--- src/rtl/cdb_arbiter_pkg.sv ---
// Shared defaults and helpers for the CDB arbiter.
// Widths here seed the interface and top parameters.
package cdb_arbiter_pkg;

  localparam int NUM_SRC_D = 4;
  localparam int DATA_W_D  = 32;
  localparam int LABEL_W_D = 4;
  localparam int AGE_MAX_D = 3;
  localparam int AGE_W     = 4;

  function automatic int idx_w(input int n);
    return (n > 1) ? $clog2(n) : 1;
  endfunction

  localparam int SRC_W_D = idx_w(NUM_SRC_D);

endpackage

--- src/rtl/cdb_arbiter_if.sv ---
// Functional-unit request bundle and CDB broadcast.
// The master side is the FU/consumer; the slave side is the arbiter.
interface cdb_arbiter_if
  import cdb_arbiter_pkg::*;
#(
  parameter int NUM_SRC = NUM_SRC_D,
  parameter int DATA_W  = DATA_W_D,
  parameter int LABEL_W = LABEL_W_D,
  parameter int SRC_W   = idx_w(NUM_SRC)
);

  logic [NUM_SRC-1:0]         require;
  logic [NUM_SRC*LABEL_W-1:0] label_in;
  logic [NUM_SRC*DATA_W-1:0]  data_in;
  logic                       stall;
  logic [NUM_SRC-1:0]         requireAC;
  logic                       cdb_valid;
  logic [LABEL_W-1:0]         cdb_label;
  logic [DATA_W-1:0]          cdb_data;
  logic [SRC_W-1:0]           cdb_src;

  modport master (
    output require, label_in, data_in, stall,
    input  requireAC, cdb_valid, cdb_label,
    input  cdb_data, cdb_src
  );

  modport slave (
    input  require, label_in, data_in, stall,
    output requireAC, cdb_valid, cdb_label,
    output cdb_data, cdb_src
  );

endinterface

--- src/rtl/cdb_arbiter_prio_pick.sv ---
// Lowest-index-first one-hot picker.
// Emits the winning one-hot vector and its binary index.
module cdb_prio_pick
  import cdb_arbiter_pkg::*;
#(
  parameter int N  = NUM_SRC_D,
  parameter int IW = idx_w(N)
) (
  input  logic [N-1:0]  req_i,
  output logic [N-1:0]  gnt_o,
  output logic [IW-1:0] idx_o
);

  always_comb begin
    gnt_o = '0;
    idx_o = '0;
    for (int i = N - 1; i >= 0; i--) begin
      if (req_i[i]) begin
        gnt_o    = '0;
        gnt_o[i] = 1'b1;
        idx_o    = IW'(i);
      end
    end
  end

endmodule

--- src/rtl/cdb_arbiter.sv ---
// Fixed-priority CDB arbiter with per-source aging.
// Grant is combinational; the winner is broadcast one cycle later.
module cdb_arbiter
  import cdb_arbiter_pkg::*;
#(
  parameter int NUM_SRC = NUM_SRC_D,
  parameter int DATA_W  = DATA_W_D,
  parameter int LABEL_W = LABEL_W_D,
  parameter int AGE_MAX = AGE_MAX_D,
  parameter int SRC_W   = idx_w(NUM_SRC)
) (
  input logic        clk,
  input logic        RST,
  cdb_arbiter_if.slave bus
);

  localparam logic [AGE_W-1:0] AGE_TOP = AGE_W'(AGE_MAX);

  logic [NUM_SRC-1:0][AGE_W-1:0] age_q, age_d;

  logic               valid_q, valid_d;
  logic [LABEL_W-1:0] label_q, label_d;
  logic [DATA_W-1:0]  data_q, data_d;
  logic [SRC_W-1:0]   src_q, src_d;

  logic [NUM_SRC-1:0] starved;
  logic [NUM_SRC-1:0] s_gnt, r_gnt, gnt;
  logic [SRC_W-1:0]   s_idx, r_idx, g_idx;
  logic               block;

  always_comb begin
    starved = '0;
    for (int i = 0; i < NUM_SRC; i++)
      starved[i] = bus.require[i] && (age_q[i] == AGE_TOP);
  end

  cdb_prio_pick #(.N(NUM_SRC), .IW(SRC_W)) u_pick_starved (
    .req_i (starved),
    .gnt_o (s_gnt),
    .idx_o (s_idx)
  );

  cdb_prio_pick #(.N(NUM_SRC), .IW(SRC_W)) u_pick_req (
    .req_i (bus.require),
    .gnt_o (r_gnt),
    .idx_o (r_idx)
  );

  // Aged requesters override fixed priority; stall/reset mask all grants.
  assign block = bus.stall || RST;
  assign gnt   = block ? '0 : ((|starved) ? s_gnt : r_gnt);
  assign g_idx = (|starved) ? s_idx : r_idx;

  always_comb begin
    age_d = age_q;
    for (int i = 0; i < NUM_SRC; i++) begin
      if (bus.stall)
        age_d[i] = age_q[i];
      else if (bus.require[i] && !gnt[i])
        age_d[i] = (age_q[i] == AGE_TOP) ? age_q[i] : age_q[i] + 1'b1;
      else
        age_d[i] = '0;
    end
  end

  always_comb begin
    valid_d = |gnt;
    label_d = label_q;
    data_d  = data_q;
    src_d   = src_q;
    if (|gnt) begin
      label_d = bus.label_in[g_idx*LABEL_W +: LABEL_W];
      data_d  = bus.data_in[g_idx*DATA_W +: DATA_W];
      src_d   = g_idx;
    end
  end

  always_ff @(posedge clk) begin
    if (RST) begin
      age_q   <= '0;
      valid_q <= 1'b0;
      label_q <= '0;
      data_q  <= '0;
      src_q   <= '0;
    end else begin
      age_q   <= age_d;
      valid_q <= valid_d;
      label_q <= label_d;
      data_q  <= data_d;
      src_q   <= src_d;
    end
  end

  assign bus.requireAC = gnt;
  assign bus.cdb_valid = valid_q;
  assign bus.cdb_label = label_q;
  assign bus.cdb_data  = data_q;
  assign bus.cdb_src   = src_q;

endmodule

--- src/flat_wrapper.sv ---
// flat-port wrapper written by rule: the top's interface ports become plain ports
module cdb_arbiter_flat import cdb_arbiter_pkg::*;
#(
  parameter int NUM_SRC = NUM_SRC_D,
  parameter int DATA_W  = DATA_W_D,
  parameter int LABEL_W = LABEL_W_D,
  parameter int AGE_MAX = AGE_MAX_D,
  parameter int SRC_W   = idx_w(NUM_SRC)
)
  (clk, RST, bus_require, bus_label_in, bus_data_in, bus_stall, bus_requireAC, bus_cdb_valid, bus_cdb_label, bus_cdb_data, bus_cdb_src);
  cdb_arbiter_if #(.NUM_SRC(NUM_SRC), .DATA_W(DATA_W), .LABEL_W(LABEL_W), .SRC_W(SRC_W)) bus_i ();
  input logic clk;
  input logic RST;
  input wire logic [$bits(bus_i.require)-1:0] bus_require;
  input wire logic [$bits(bus_i.label_in)-1:0] bus_label_in;
  input wire logic [$bits(bus_i.data_in)-1:0] bus_data_in;
  input wire logic [$bits(bus_i.stall)-1:0] bus_stall;
  output wire logic [$bits(bus_i.requireAC)-1:0] bus_requireAC;
  output wire logic [$bits(bus_i.cdb_valid)-1:0] bus_cdb_valid;
  output wire logic [$bits(bus_i.cdb_label)-1:0] bus_cdb_label;
  output wire logic [$bits(bus_i.cdb_data)-1:0] bus_cdb_data;
  output wire logic [$bits(bus_i.cdb_src)-1:0] bus_cdb_src;
  assign bus_i.require = bus_require;
  assign bus_i.label_in = bus_label_in;
  assign bus_i.data_in = bus_data_in;
  assign bus_i.stall = bus_stall;
  assign bus_requireAC = bus_i.requireAC;
  assign bus_cdb_valid = bus_i.cdb_valid;
  assign bus_cdb_label = bus_i.cdb_label;
  assign bus_cdb_data = bus_i.cdb_data;
  assign bus_cdb_src = bus_i.cdb_src;
  cdb_arbiter #(.NUM_SRC(NUM_SRC), .DATA_W(DATA_W), .LABEL_W(LABEL_W), .AGE_MAX(AGE_MAX), .SRC_W(SRC_W)) u_core (.clk(clk), .RST(RST), .bus(bus_i));
endmodule
--- config.mk ---
export PLATFORM = sky130hd
export DESIGN_NAME = cdb_arbiter_flat
export DESIGN_NICKNAME = d
export VERILOG_FILES = /design/src/rtl/cdb_arbiter_pkg.sv /design/src/rtl/cdb_arbiter_if.sv /design/src/rtl/cdb_arbiter_prio_pick.sv /design/src/rtl/cdb_arbiter.sv /design/src/flat_wrapper.sv
export SDC_FILE = /design/constraint.sdc
export NUM_CORES = 1
export LEC_CHECK = 0
export CORE_UTILIZATION = 43
export CTS_CLUSTER_SIZE = 24
export DETAILED_ROUTE_END_ITERATION = 8
export PLACE_DENSITY = 0.86
export RECOVER_POWER = 25
export SLEW_MARGIN = 25
export SYNTH_ARGS = -nofsm -noshare
export SYNTH_HDL_FRONTEND = slang
export SYNTH_SLANG_ARGS = --single-unit
--- constraint.sdc ---
create_clock -name clk -period 4.5 [get_ports clk]
set_input_delay 0.9 -clock clk [delete_from_list [all_inputs] [get_ports clk]]
set_output_delay 0.9 -clock clk [all_outputs]
set_load 0.01 [all_outputs]
==> results of run 1 <==
sequential cells by signal, summed over array words and instances (netlist names):
register and cells:
u_core.age_q 16, u_core.bus.cdb_data 32, u_core.bus.cdb_label 4, u_core.bus.cdb_valid 1
u_core.bus.cdb_src 2
cell type report:
class | count | area [µm²] | share of cell area (%)
inverter | 9 | 33.8 | 0.591
sequential | 55 | 1100 | 19.3
timing repair buffer | 209 | 2060 | 36.1
clock inverter | 3 | 22.5 | 0.394
multi-input combinational | 332 | 2290 | 40.1
clock buffer | 5 | 68.8 | 1.20
tap | 105 | 131 | 2.30
Yosys cell counts, drive strengths merged, types with 6 or more instances:
library cell and n:
dfxtp 55, nand3 12, o31ai 37, clkbuf 31
buf 20, a21oi 12, nand4 37, a211oi 73
nand2 11, nor2 16, inv 9, a31oi 6
and3 70
worst min-delay path, delay by kind of cell, from the launching register on:
family / cells / cell delay, ns
AOI/OAI and AO/OA: 1 / 0.06
DFF: 1 / 0.32
and+or+nand+nor: 1 / 0.06
metrics by stage:
stage,cell area [µm²],utilization (%),instances,worst slack [ns]
CTS,5710,69.5,718,0.824
detailed placement,5620,68.4,710,0.823
floorplan,3650,-,447,1.97
global route,5710,69.5,718,0.686
finish,5710,69.5,718,0.807
global placement,5620,68.4,710,0.845
power groups by stage:
stage          Combinational [W]  Sequential [W]  Clock (W)
3_3_place_gp            0.000427        0.000560          0
2_1_floorplan           0.000158        0.000578          0
3_5_place_dp            0.000432        0.000562          0
5_1_grt                 0.000458        0.000555   0.000312
4_1_cts                 0.000434        0.000551   0.000289
6_report                0.000426        0.000551   0.000288
path summary, 6_finish.rpt:
path / startpoint / endpoint / slack [ns] / cells after the start
setup / recovery: bus_require[3] / bus_requireAC[1] / 0.81 / 5
hold / removal: u_core.bus.cdb_data[24] / u_core.bus.cdb_data[24] / 0.47 / 2
setup reg to reg: u_core.age_q[12] / u_core.bus.cdb_data[15] / 1.67 / 8
hold reg to reg: u_core.bus.cdb_data[24] / u_core.bus.cdb_data[24] / 0.47 / 2
per-layer routing:
layer / part of all wire, % / vias to the layer above
met2: 48 / 185
met3: 7.2 / 27
met5: 0 / -
met1: 41 / 2061
met4: 3.0 / 0
li1: - / 2100
logic make-up after synthesis:
| logic type | synth area share [%] |
|---|---|
| multiplexers | 0.857 |
| AND/OR/NAND/NOR | 29.5 |
| buffers and inverters | 7.16 |
| adder cells (fa/ha/maj) | 1.37 |
| flip-flops | 30.2 |
| AO/OA/AOI/OAI | 31.0 |
==> results.toml, run 1 <==
[worst_setup_path]
path_common_cell = "clkdlybuf4s50_1"
slowest_delay_ns = 0.58
cp-end-kind = "output pin"
path_class = "input port to output pin"
crit_chain = "clkdlybuf4s50_1, nand4bb_1, a41oi_1, nor2_1, clkdlybuf4s50_1"
cp_slowest_cell = "clkdlybuf4s50_1"
crit_family = "buffers and inverters"
start_kind = "input port"
cp.arrival_ns = 2.79
crit_required_ns = 3.60
critPathBufInv = 2
cp_max_fo = 7

[grt]
grt_max_degree = 71
grt_use_met1_pct = 37.2
grt_pass1_vias = 4224
overflow = 0
grt_pass1_wl_um = 20800
grt_util_met3_pct = 6.47
grtUsageMet2_pct = 50.2
busiest_layer = "met2"
antenna_found_initial = 0
gr-usage-all-layers_pct = 29.9

[clock_network]
clk_path_buf_depth = 2
cts_root_buffer = "clkbuf_8"
cts_buffers = 5
cts_htree_levels = 2
cts_resized = 0
cts.sinks = 55
cts_hold_buf = 0
clk_pin_slew_ns = 0.10
tritoncts = "built"
post_cts.repair.setup_buffers = 0
clk_latency_ns = 0.31

[timing]
rsz0062_at_grt = "false"
finalSetupTns_ns = 0
min_period_ns = 3.69
final_hold_viol_count = 0
fin_worst_skew_ns = 0.00501
post-route-period-util_pct = 82.1
holdWs_ns = 0.473
fmax_ghz = 0.271
slew_headroom_pct = 38.9
setup_viol = 0
tightest_slew_ns = 0.917
timing.final.max_slew_violations = 0

[route]
wl_um = 13300
vias_per_cell = 6.09
routedWlPerCell_um = 18.5
drcViolationCount = 0
drtAntennaViolNets = 0
dr.pass1.iters = 5
num_vias = 4373
drtIter0Drc = 288

[placed_design]
post-dp-hpwl_um = 9960
gp_congestion = 0.888
io_buffers = 193

[power_and_ir_drop]
switchingPower_w = 0.000377
power.density_nw_per_um2 = 221
p_clk_share_pct = 22.8
p_sw_share_pct = 29.9
irDropWorstVdd_mv = 0.141
p_total_w = 0.00126
combPwrFrac_pct = 33.7
p_seq_share_pct = 43.6
p_leak_nw = 2.23
p_int_w = 0.000887

[logic_synthesis]
yosysWarningCount = 0
netlist_instances = 447
async_flop_share_pct = 0
synth_top_area_share_pct = 30.2
syn-num-nets = 602
synth_enable_flop_cells = 0
syn-cell-area_um2 = 3650
synth_area_leaders = "dfxtp_1 30%, a211oi_1 15%, and3_1 12%, o31ai_1 7.6%, nand4_1 6.3%"
ys_dominant_reg_cell = "dfxtp_1"
avgSynthCellArea_um2 = 8.17
yosys_register_bits = 55
synth_seq_area_share_pct = 30.2
yosys.area.top_type = "dfxtp_1"
synthDistinctLibCells = 53

[floorplanning]
rows = 33
die_width_um = 94.1
die-area_um2 = 8860
core_um2 = 8220
start_util_pct = 44.4
ios = 194
chipHeight_um = 94.1

[cells_and_area]
n_fill_cell = 669
drive_gt1_share_pct = 6.04
diodes = 0
area_growth_pct = 56.4
layout_common_cells = "169 x clkdlybuf4s50_1, 73 x a211oi_1, 70 x and3_1"
final_nets = 767
final_common_cell = "clkdlybuf4s50_1"

[status]
status = "completed"

[run]
cap_violations = 0

[hold_path]
hold_class = "register to register"
Note: power is estimated with default switching activity, not from simulation.
==> run 2, diff against run 1 <==
--- a/config.mk
+++ b/config.mk
@@ -5,10 +5,10 @@
 export SDC_FILE = /design/constraint.sdc
 export NUM_CORES = 1
 export LEC_CHECK = 0
-export CORE_UTILIZATION = 43
+export CORE_UTILIZATION = 36
 export CTS_CLUSTER_SIZE = 24
 export DETAILED_ROUTE_END_ITERATION = 8
-export PLACE_DENSITY = 0.86
+export PLACE_DENSITY = 0.77
 export RECOVER_POWER = 25
 export SLEW_MARGIN = 25
 export SYNTH_ARGS = -nofsm -noshare
==> constraint.sdc (replaced) <==
create_clock -name clk -period 3.1 [get_ports clk]
set_input_delay 0.62 -clock clk [delete_from_list [all_inputs] [get_ports clk]]
set_output_delay 0.62 -clock clk [all_outputs]
set_load 0.01 [all_outputs]
==> run 2 against run 1 <==
  * Register-to-register slack worse by 0.87 ns
  * Sequential power is 45% higher
  * Design area is 3.1% higher
  * Sequential share of layout area is 0.59 points lower
  * Power is 46% higher
  * Clock-buffer cell count is 2 higher
  * Hold slack worse by 0.0014 ns
  * Critical endpoint is now bus_requireAC[0]
  * Flip-flop and latch count stayed put
  * Cell count is 6.1% higher
  * First-iteration DRC count is 21% lower
  * Highest routed layer unchanged
==> results.toml, run 2 (synthesized netlist as in run 1, its figures left out) <==
[placed_design]
placed_area_um2 = 5790
gp_congestion = 0.842
io_buffers = 193
post-dp-hpwl_um = 9940

[clock_network]
cts_root_buffer = "clkbuf_8"
cts_resized = 0
clk_latency_ns = 0.31
clk_pin_slew_ns = 0.09
cts_buffers = 5
tritoncts = "built"
cts_hold_buf = 0
cts.sinks = 55
clk_path_buf_depth = 2
post_cts.repair.setup_buffers = 0
cts_htree_levels = 2

[route]
drtIter0Drc = 228
dr.pass1.iters = 4
routedWlPerCell_um = 17.3
wl_um = 13200
drtAntennaViolNets = 0
vias_per_cell = 5.61
num_vias = 4272
drcViolationCount = 0

[power_and_ir_drop]
p_leak_nw = 2.31
p_total_w = 0.00185
irDropWorstVdd_mv = 0.192
power.density_nw_per_um2 = 314

[worst_setup_path]
reg2reg_depth = 9
start_kind = "input port"
r2r_end = "u_core.bus.cdb_data[26]"
path_class = "input port to output pin"
setup.worst_path.start = "bus_require[1]"
cp.arrival_ns = 2.38
r2r_setup_slack_ns = 0.80
cp-end-kind = "output pin"
r2r_start = "u_core.age_q[12]"
crit_required_ns = 2.48
cp_max_fo = 6

[hold_path]
hold_path_depth = 2
hold_class = "register to register"
min_to = "u_core.bus.cdb_data[7]"
hold_start = "u_core.bus.cdb_data[7]"

[run]
cap_violations = 0

[floorplanning]
rows = 36
die_width_um = 103
start_util_pct = 37.2
die-area_um2 = 10500
core_um2 = 9820
ios = 194
chipHeight_um = 103

[grt]
grt_max_degree = 71
grt_pass1_vias = 4063
overflow = 0
antenna_found_initial = 1
grt_pass1_wl_um = 20400
gr-usage-all-layers_pct = 24.6

[cells_and_area]
largest_reg_flops = 32
area_growth_pct = 61.3
final_cell_area_um2 = 5890
final_nets = 782
regArea_um2 = 1100
n_fill_cell = 898
drive_gt1_share_pct = 8.12
final_common_cell = "clkdlybuf4s50_1"
layout_common_cells = "169 x clkdlybuf4s50_1, 73 x a211oi_1, 70 x and3_1"
multiInputGateArea_um2 = 2290

[timing]
final_hold_viol_count = 0
min_period_ns = 3.00
post-route-period-util_pct = 96.6
finalSetupTns_ns = 0
fin_worst_skew_ns = 0.00756
holdWs_ns = 0.472
setup_viol = 0
rsz0062_at_grt = "false"
timing.final.max_slew_violations = 0
slew_headroom_pct = 71.4
tightest_slew_ns = 0.430
fmax_ghz = 0.334

[status]
status = "completed"
-- run 2: cell count changes in the layout (fill, tap and decap cells not counted), sizes merged --
cell / previous run / this run
clkbuf: 5 / 7
buf: 16 / 31
inv: 11 / 9
diode: 0 / 1
-- run 2: worst max-delay path by stage --
stage,end,slack (ns),cells past startpoint
2_1_floorplan,u_core.bus.cdb_label[0],1.01,7
3_3_place_gp,bus_requireAC[0],0.15,5
3_5_place_dp,bus_requireAC[0],0.11,5
4_1_cts,bus_requireAC[0],0.09,5
5_1_grt,bus_requireAC[2],0.04,6
6_report,bus_requireAC[0],0.10,5
-- run 2: worst max-delay path, stage by stage --
cell	delay (ns)
clkdlybuf4s50_1	0.52
and4bb_4	0.28
o31a_1	0.31
nor2_1	0.10
clkdlybuf4s50_1	0.54
-- run 2: layout make-up --
cell class / instances / area share [%]
multi-input combinational: 332 / 38.9
sequential: 55 / 18.7
clock inverter: 1 / 0.149
clock buffer: 7 / 1.47
tap: 133 / 2.82
timing repair buffer: 224 / 37.4
inverter: 9 / 0.573
antenna: 1 / 0.0425
-- run 2: report_power, final --
| group | switching [W] | total (W) | internal (W) |
|---|---|---|---|
| registers | 0.0000313 | 0.000798 | 0.000767 |
| clock network | 0.000240 | 0.000424 | 0.000184 |
| logic | 0.000262 | 0.000630 | 0.000368 |
| total | 0.000532 | 0.00185 | 0.00132 |
-- run 2: per-stage QoR --
| step | std cells | worst slack [ns] | util, % |
|---|---|---|---|
| after floorplan | 447 | 1.01 | - |
| after global placement | 753 | 0.146 | 59.0 |
| after detailed placement | 753 | 0.110 | 59.0 |
| after CTS | 761 | 0.0920 | 60.0 |
| after global routing | 762 | 0.0379 | 60.0 |
| final | 762 | 0.104 | 60.0 |
-- run 2: routing by layer --
layer / part of all wire (%) / vias up / track usage (%)
met4: 0.83 / 0 / 6.37
met1: 44 / 1962 / 32.4
met2: 48 / 161 / 41.4
met3: 6.7 / 11 / 4.20
met5: 0 / - / 0
li1: - / 2138 / -
==> run 3, diff against run 2 <==
--- a/config.mk
+++ b/config.mk
@@ -9,7 +9,7 @@
 export CTS_CLUSTER_SIZE = 24
 export DETAILED_ROUTE_END_ITERATION = 8
 export PLACE_DENSITY = 0.77
-export RECOVER_POWER = 25
+export RECOVER_POWER = 100
 export SLEW_MARGIN = 25
 export SYNTH_ARGS = -nofsm -noshare
 export SYNTH_HDL_FRONTEND = slang
==> run 3 against run 2 <==
  * Sequential power is essentially flat
  * Cell count is the same
  * Setup slack gained 0.0039 ns
  * Critical endpoint unchanged
  * Largest power group unchanged
  * Highest routed layer unchanged
==> results.toml, run 3 (synthesized netlist as in run 1, its figures left out) <==
[grt]
grt_max_degree = 71
gr-usage-all-layers_pct = 24.6
grt_pass1_vias = 4063
grt_pass1_wl_um = 20400
overflow = 0
antenna_found_initial = 1

[timing]
slew_headroom_pct = 49.2
timing.final.max_slew_violations = 0
setup_viol = 0
fmax_ghz = 0.334
post-route-period-util_pct = 96.5
fin_worst_skew_ns = 0.00888
rsz0062_at_grt = "false"
tightest_slew_ns = 0.762
finalSetupTns_ns = 0
final_hold_viol_count = 0
min_period_ns = 2.99

[clock_network]
cts.sinks = 55
tritoncts = "built"
cts_buffers = 5
post_cts.repair.setup_buffers = 0
cts_resized = 0
cts_hold_buf = 0
clk_path_buf_depth = 2
cts_htree_levels = 2
clk_pin_slew_ns = 0.09
clk_latency_ns = 0.31
cts_root_buffer = "clkbuf_8"

[run]
cap_violations = 0

[floorplanning]
start_util_pct = 37.2
ios = 194
die-area_um2 = 10500
core_um2 = 9820
chipHeight_um = 103
rows = 36
die_width_um = 103

[power_and_ir_drop]
combPwrFrac_pct = 33.5
p_leak_nw = 2.32
switchingPower_w = 0.000531
irDropWorstVdd_mv = 0.192
p_clk_share_pct = 23.0
p_sw_share_pct = 28.9
p_seq_share_pct = 43.4
p_int_w = 0.00131
power.density_nw_per_um2 = 314

[cells_and_area]
drive_gt1_share_pct = 7.01
n_fill_cell = 905
area_growth_pct = 60.1
final_cell_area_um2 = 5850
final_common_cell = "clkdlybuf4s50_1"
largest_reg_flops = 32
layout_common_cells = "153 x clkdlybuf4s50_1, 73 x a211oi_1, 70 x and3_1"
regArea_um2 = 1100
multiInputGateArea_um2 = 2280
final_nets = 782

[route]
wl_met1_um = 5880
met3_wirelength_um = 861
vias_per_cell = 5.64
dr.pass1.iters = 4
wl_um = 13300
num_vias = 4294
highest_layer = "met4"
drcViolationCount = 0
routedWlPerCell_um = 17.4
drtAntennaViolNets = 0
met2_length_um = 6410
drtIter0Drc = 212

[worst_setup_path]
cp.arrival_ns = 2.37
path_common_cell = "clkdlybuf4s50_1"
crit_chain = "clkdlybuf4s50_1, and4bb_4, o31a_1, nor2_1, clkdlybuf4s50_1"
setup.worst_path.start = "bus_require[1]"
r2r_start = "u_core.age_q[12]"
cp-end-kind = "output pin"
slowest_delay_ns = 0.54
crit_required_ns = 2.48
cp_max_fo = 6
cp_slowest_cell = "clkdlybuf4s50_1"
start_kind = "input port"
path_class = "input port to output pin"

[placed_design]
io_buffers = 193
post-dp-hpwl_um = 9940
gp_congestion = 0.842
placed_area_um2 = 5790

[status]
status = "completed"

[hold_path]
hold_class = "register to register"
hold_start = "u_core.bus.cdb_data[7]"
-- run 3: cell count changes in the layout (fill, tap and decap cells not counted), moves of 5 or more --
cell,delta
clkbuf_1,+5
buf_4,-7
dlygate4sd3_1,+16
clkdlybuf4s50_1,-16
-- run 3: path summary, 6_finish.rpt --
kind / end / slack, ns / cells after the start
worst max-delay path: bus_requireAC[0] / 0.11 / 5
worst min register to register: u_core.bus.cdb_data[7] / 0.47 / 2
worst min-delay path: u_core.bus.cdb_data[7] / 0.47 / 2
worst max register to register: u_core.bus.cdb_data[26] / 0.53 / 9
-- run 3: routing by layer --
layer / vias to the layer above / GRT usage [%]
met5: - / 0
met4: 0 / 6.37
met3: 11 / 4.20
met2: 158 / 41.4
met1: 1988 / 32.4
li1: 2137 / -
-- run 3: worst max-delay path, delay by kind of cell --
| family | cells | cell delay, ns |
|---|---|---|
| buffers and inverters | 2 | 1.06 |
| AND/OR/NAND/NOR | 2 | 0.38 |
| AO/OA/AOI/OAI | 1 | 0.31 |
-- run 3: area by class of cell --
class | instances | share of cell area [%]
clock buffers | 7 | 1.48
multi-input cells | 332 | 39.0
flip-flops and latches | 55 | 18.8
repair buffers | 224 | 37.1
clock inverters | 1 | 0.150
well taps | 133 | 2.85
inverters | 9 | 0.578
diodes | 1 | 0.0428
-- run 3: through the flow --
stage	std cells	total power, W	util (%)	hold slack (ns)	setup slack, ns
floorplan	447	0.00107	-	0.449	1.01
global placement	753	0.00145	59.0	0.462	0.146
detailed placement	753	0.00146	59.0	0.467	0.110
CTS	761	0.00188	60.0	0.480	0.0920
global route	762	0.00193	59.5	0.496	0.0379
finish	762	0.00184	59.5	0.471	0.108
-- run 3: power groups by stage --
stage	sequential [W]	combinational, W	clock (W)
2_1_floorplan	0.000839	0.000229	0
3_3_place_gp	0.000813	0.000638	0
3_5_place_dp	0.000816	0.000644	0
4_1_cts	0.000800	0.000646	0.000438
5_1_grt	0.000804	0.000665	0.000464
6_report	0.000797	0.000616	0.000423
